[src/rtl/mesh_boot_ctrl.sv]
// mesh_boot_ctrl: sequenced boot engine streaming images into mesh tiles (MESH_BOOT_BROADCAST_EN enables broadcast at processor_select == NUM_PROC)
module mesh_boot_ctrl #(
  parameter int NUM_PROC = 6,
  parameter int PSEL_W   = 4,
  parameter int ADDR_W   = 14,
  parameter int DATA_W   = 32,
  parameter int CNT_W    = 16
) (
  input  logic                clk,
  input  logic                resetn,
  input  logic [PSEL_W-1:0]   processor_select,
  input  logic                boot_start,
  input  logic                boot_abort,
  input  logic                s_valid,
  output logic                s_ready,
  input  logic                s_kind,
  input  logic [ADDR_W-1:0]   s_addr,
  input  logic [DATA_W-1:0]   s_data,
  input  logic                s_last,
  output logic [ADDR_W-1:0]   boot_iaddr,
  output logic [DATA_W-1:0]   boot_idata,
  output logic [ADDR_W-1:0]   boot_daddr,
  output logic [DATA_W-1:0]   boot_ddata,
  output logic [NUM_PROC-1:0] boot_iwe,
  output logic [NUM_PROC-1:0] boot_dwe,
  output logic [NUM_PROC-1:0] proc_resetn,
  output logic [NUM_PROC-1:0] booted,
  output logic                busy,
  output logic                err,
  output logic [CNT_W-1:0]    beat_count
);
  typedef enum logic [1:0] {IDLE, LOAD, RELEASE} state_t;
  state_t              state_q, state_d;
  logic [NUM_PROC-1:0] mask_q, mask_d, iwe_q, iwe_d, dwe_q, dwe_d;
  logic [NUM_PROC-1:0] prst_q, prst_d, booted_q, booted_d;
  logic [ADDR_W-1:0]   iaddr_q, iaddr_d, daddr_q, daddr_d;
  logic [DATA_W-1:0]   idata_q, idata_d, ddata_q, ddata_d;
  logic [CNT_W-1:0]    cnt_q, cnt_d;
  logic                err_q, err_d;
  logic                sel_ok;
  logic [NUM_PROC-1:0] sel_mask;
  // the selected tile is carried as a one-hot (or all-ones) mask so broadcast needs no extra path
`ifdef MESH_BOOT_BROADCAST_EN
  assign sel_ok   = 32'(processor_select) <= NUM_PROC;
  assign sel_mask = (32'(processor_select) == NUM_PROC) ? '1 : NUM_PROC'(1) << processor_select;
`else
  assign sel_ok   = 32'(processor_select) < NUM_PROC;
  assign sel_mask = NUM_PROC'(1) << processor_select;
`endif
  assign s_ready     = state_q == LOAD;
  assign busy        = state_q != IDLE;
  assign err         = err_q;
  assign beat_count  = cnt_q;
  assign boot_iaddr  = iaddr_q;
  assign boot_idata  = idata_q;
  assign boot_daddr  = daddr_q;
  assign boot_ddata  = ddata_q;
  assign boot_iwe    = iwe_q;
  assign boot_dwe    = dwe_q;
  assign proc_resetn = prst_q;
  assign booted      = booted_q;
  // next-state: strobes default low so each accepted beat pulses exactly one cycle
  always_comb begin
    state_d  = state_q;
    mask_d   = mask_q;
    iwe_d    = '0;
    dwe_d    = '0;
    prst_d   = prst_q;
    booted_d = booted_q;
    iaddr_d  = iaddr_q;
    idata_d  = idata_q;
    daddr_d  = daddr_q;
    ddata_d  = ddata_q;
    cnt_d    = cnt_q;
    err_d    = err_q;
    case (state_q)
      IDLE: if (boot_start) begin
        if (sel_ok) begin
          mask_d   = sel_mask;
          prst_d   = prst_q & ~sel_mask;
          booted_d = booted_q & ~sel_mask;
          err_d    = 1'b0;
          cnt_d    = '0;
          state_d  = LOAD;
        end else err_d = 1'b1;
      end
      LOAD: if (boot_abort) begin
        err_d   = 1'b1;
        state_d = IDLE;
      end else if (s_valid) begin
        if (s_kind) begin
          daddr_d = s_addr;
          ddata_d = s_data;
          dwe_d   = mask_q;
        end else begin
          iaddr_d = s_addr;
          idata_d = s_data;
          iwe_d   = mask_q;
        end
        cnt_d   = &cnt_q ? cnt_q : cnt_q + 1'b1;
        state_d = s_last ? RELEASE : LOAD;
      end
      RELEASE: begin
        err_d    = err_q | boot_abort;
        prst_d   = boot_abort ? prst_q : prst_q | mask_q;
        booted_d = boot_abort ? booted_q : booted_q | mask_q;
        state_d  = IDLE;
      end
      default: state_d = IDLE;
    endcase
  end
  // state register; asynchronous reset holds every tile in reset
  always_ff @(posedge clk or negedge resetn) begin
    if (!resetn) begin
      state_q  <= IDLE;
      mask_q   <= '0;
      iwe_q    <= '0;
      dwe_q    <= '0;
      prst_q   <= '0;
      booted_q <= '0;
      iaddr_q  <= '0;
      idata_q  <= '0;
      daddr_q  <= '0;
      ddata_q  <= '0;
      cnt_q    <= '0;
      err_q    <= 1'b0;
    end else begin
      state_q  <= state_d;
      mask_q   <= mask_d;
      iwe_q    <= iwe_d;
      dwe_q    <= dwe_d;
      prst_q   <= prst_d;
      booted_q <= booted_d;
      iaddr_q  <= iaddr_d;
      idata_q  <= idata_d;
      daddr_q  <= daddr_d;
      ddata_q  <= ddata_d;
      cnt_q    <= cnt_d;
      err_q    <= err_d;
    end
  end
endmodule
[config.mk]
export PLATFORM = sky130hd
export DESIGN_NAME = mesh_boot_ctrl
export DESIGN_NICKNAME = d
export VERILOG_FILES = /design/src/rtl/mesh_boot_ctrl.sv
export SDC_FILE = /design/constraint.sdc
export NUM_CORES = 1
export LEC_CHECK = 0
export ABC_AREA = 1
export ABC_CLOCK_PERIOD_IN_PS = 4000
export BUFFER_PORTS_ARGS = -buffer_cell sky130_fd_sc_hd__buf_2
export CAP_MARGIN = 20
export CORE_UTILIZATION = 38
export CTS_BUF_LIST = sky130_fd_sc_hd__clkbuf_8
export DETAILED_ROUTE_END_ITERATION = 10
export SYNTH_ARGS = -nofsm -noshare
export SYNTH_HDL_FRONTEND = slang
export SYNTH_SLANG_ARGS = --single-unit
[constraint.sdc]
create_clock -name clk -period 4 [get_ports clk]
set_input_delay 0.4 -clock clk [delete_from_list [all_inputs] [get_ports clk]]
set_output_delay 0.4 -clock clk [all_outputs]
set_load 0.005 [all_outputs]
==> impl_results.md <==
* Total clock sinks at ~140
* Vert. Die Dim at approximately 130 um
* Number of I/O port buffers at 191
* Worst Path Required at between 4000 and 5000 ps
* Skew final at 4.735 ps
* Most frequent cell after synthesis: nand2_1
* Mux contribution to synthesized area at 0%
* Vias in the first global route at between 4000 and 5000
* Vias at 4854
* Synth top cells by count: nand2_1, dfrtp_1, o21ai_0, inv_1, nor2_1
* Routability cong. at 0.8285
* Die ar. at 15890 um2
* Synth area leaders: dfrtp_1, nand2_1, o21ai_0, inv_1, nor2_1
* Mean routed wirelength per cell at 13.61 um
* Final worst slack at about 1700 ps
* Power share of the combinational group at a little under a third
* Synth warn at 0
* Synth top area share at a little over 60%
* Row Count at 44
* Simple-gate share of the synthesized area at about a fifth
* Clock transition at path regs at roughly 80 ps
* Share of post-route cells with drive strength above 1 at around 28%
* Sw Ratio at 33.94%
* Maximum buffer depth of the clock tree at 2
* Synth area leader: dfrtp_1
* First-pass GRT wire length at between 20000 and 25000 um
* Antenna violations before repair at 0
* Worst-Margin Slew at around 750 ps
* Crit-path max FO at 65
* Largest net degree at the start of global routing at roughly 100
* Slew HR at 49.99%
* CTS HTree Levels at 4
* Worst Setup Path Type: register to register
* Post-synthesis adder-cell area fraction at 1.070%
* Worst Hold Path EP: boot_ddata[28]
* CTS tree: built
* Starting Density at approximately two fifths
* Io pins at approximately 190
* Outcome: finished, final reports clean
* Core Box Area at roughly 15000 um2
* Synth Cell Area at approximately 6000 um2
* Final setup vio count at 0
* Psw at approximately 1700 uW
* Final period util at 57.75%
* Worst EP arrival at ~2700 ps
* Final antenna-violating net count at 0
* Cells after Synth at 663
* Slew Viols, Final at 0
* Fillers at 1450
* Register bit count reported by yosys at 141
* Unrepaired setup endpoints after global routing: no
* Maximum VDD drop at between 0.2 and 0.3 mV
* CP Capture Type: register
* Synth Net Count at around 730
* Setup WS pre-CTS at between 1500 and 2000 ps
* Final wirelength at around 14000 um
* Fin. Hold Viols at 0
* Crit start category: register
* Peak Freq at 432.9 MHz
* GRT Total Usage at about a fifth
* DR iter-0 viols at a little under 300
* Antenna diode count at 0
* R2R cell count at 8
* R2R Path End: boot_ddata[3]
* Largest family of logic cells by synthesized area: simple AND/OR/NAND/NOR gates
* Sequential fraction of the synthesis area at about three fifths
* Cell Pwr Density at between 600 and 700 nW/um2
* Post-synthesis xor/xnor area fraction at 0%
* Unique cell type count in the Yosys netlist at 26
* Minimum clock period at about 2300 ps
* R2R setup slack at ~1700 ps
* Internal cell power at between 3000 and 4000 uW
* CTS Buf Count at 17
* Reg-to-reg critical path startpoint: state_q[1]
* Nets at roughly 920
* Setup TNS at 0 ps
* Hold path start: s_data[28]
* Complex-gate fraction of the synthesized area at 12.02%
* Number of flops mapped to enable cells by yosys at 0
* Gr ovfl total at 0
* DRC at 0
* Post-CTS setup buffers at 0
* Area Overhead vs Synth at 26.85%
* Syn Area/Cell at 8.821 um2
* Hold Path Stages at 3
* Vias/cell at approximately 4.6
* HPWL Detailed at 10120 um
* MaxCap Viol Count at 0
* Power share of the clock group at 23.8%
* Chip width at between 100 and 150 um
* Leakage at about 0.0040 uW
* Share of power burned in registers at approximately 45%
* Ys async rst share at between 90% and 100%
* Worst Hold Class: input port to register
* Clock latency on the worst-skew pair at between 400 and 500 ps
* Root buffer cell: clkbuf_8
* Most used DFF post-synth: dfrtp_1
* DRT Pass-1 Iters at 5
power groups by stage:
stage | combinational [uW] | sequential [uW] | clock [uW]
after detailed placement | 1600 | 2270 | 0
after global placement | 1570 | 2260 | 0
after CTS | 1600 | 2240 | 1230
final | 1580 | 2240 | 1200
after floorplan | 732 | 2310 | 0
after global routing | 1810 | 2310 | 1300
state kept, by name, indices dropped and copies added, names as in the netlist:
name and cells:
proc_resetn 6, boot_iaddr 14, boot_dwe 6, boot_ddata 32, beat_count 16, state_q 2, boot_idata 32, err 1
mask_q 6, booted 6, boot_iwe 6, boot_daddr 14
layout make-up:
cell class                 count  area, um2  area share, %
clock inverter                12      142.6          1.923
sequential                   141       3528          47.56
timing repair buffer         198       1030          13.88
tap                          184      230.2          3.103
inverter                      80      300.3          4.048
multi-input combinational    416       1912          25.77
clock buffer                  20      275.3          3.711
routing by layer:
metal	vias up	GRT usage, %	routed length [um]
li1	2472	-	-
met1	2205	26.06	6933
met2	163	28.60	6264
met3	14	5.947	953
met4	0	5.741	150
met5	-	0	0
what timing repair did:
action | in CTS | in global routing
setup endpoints to repair | 0 | 0
hold buffers | 1 | 0
gates resized for setup | 0 | 0
hold endpoints to repair | 4 | 0
critical path, cell delays in order (launching register included):
cell and delay, ps:
dfrtp_1 400, inv_1 110, ha_1 150, buf_4 230, inv_2 140, nor2_4 160, nand3_4 300, buf_4 430
o21ai_0 270
logic make-up after synthesis:
group                      after synthesis
adders and majority gates                5
and+or+nand+nor                        276
AOI/OAI and AO/OA                      135
buffers and inverters                  106
DFF                                    141
per-stage QoR:
| stage | hold slack, ps | cells | utilization, % | area (um2) | total power [uW] |
|---|---|---|---|---|---|
| floorplan | 104.4 | 663 | - | 5848 | 3045 |
| global placement | 460.1 | 1018 | 47.38 | 6990 | 3829 |
| detailed placement | 468.2 | 1018 | 47.38 | 6990 | 3866 |
| CTS | 182.6 | 1051 | 50.28 | 7418 | 5080 |
| global route | 191.9 | 1051 | 50.28 | 7418 | 5416 |
| finish | 216.9 | 1051 | 50.28 | 7418 | 5021 |
how the worst max path moves through the flow:
| stage | depth (start not counted) | slack, ps | to | startpoint |
|---|---|---|---|---|
| 2_1_floorplan | 10 | 2320 | boot_ddata[23] | state_q[1] |
| 3_3_place_gp | 9 | 1790 | boot_ddata[21] | state_q[1] |
| 3_5_place_dp | 8 | 1670 | boot_ddata[3] | state_q[1] |
| 4_1_cts | 8 | 1650 | boot_ddata[3] | state_q[1] |
| 5_1_grt | 9 | 1440 | boot_ddata[9] | state_q[1] |
| 6_report | 8 | 1690 | boot_ddata[3] | state_q[1] |
layout by cell type, fill, tap and decap left out, types with 5 or more instances in the layout:
cell      count
a21oi_1      15
clkbuf_8     20
nand2_2       6
buf_2       190
nand2_1     178
ha_1          5
dfrtp_1     141
nor3_1       10
inv_1        81
nor2_1       53
buf_4         5
nand3_1      21
o21ai_0     110
No activity file was read; power rests on OpenSTA's default activity.
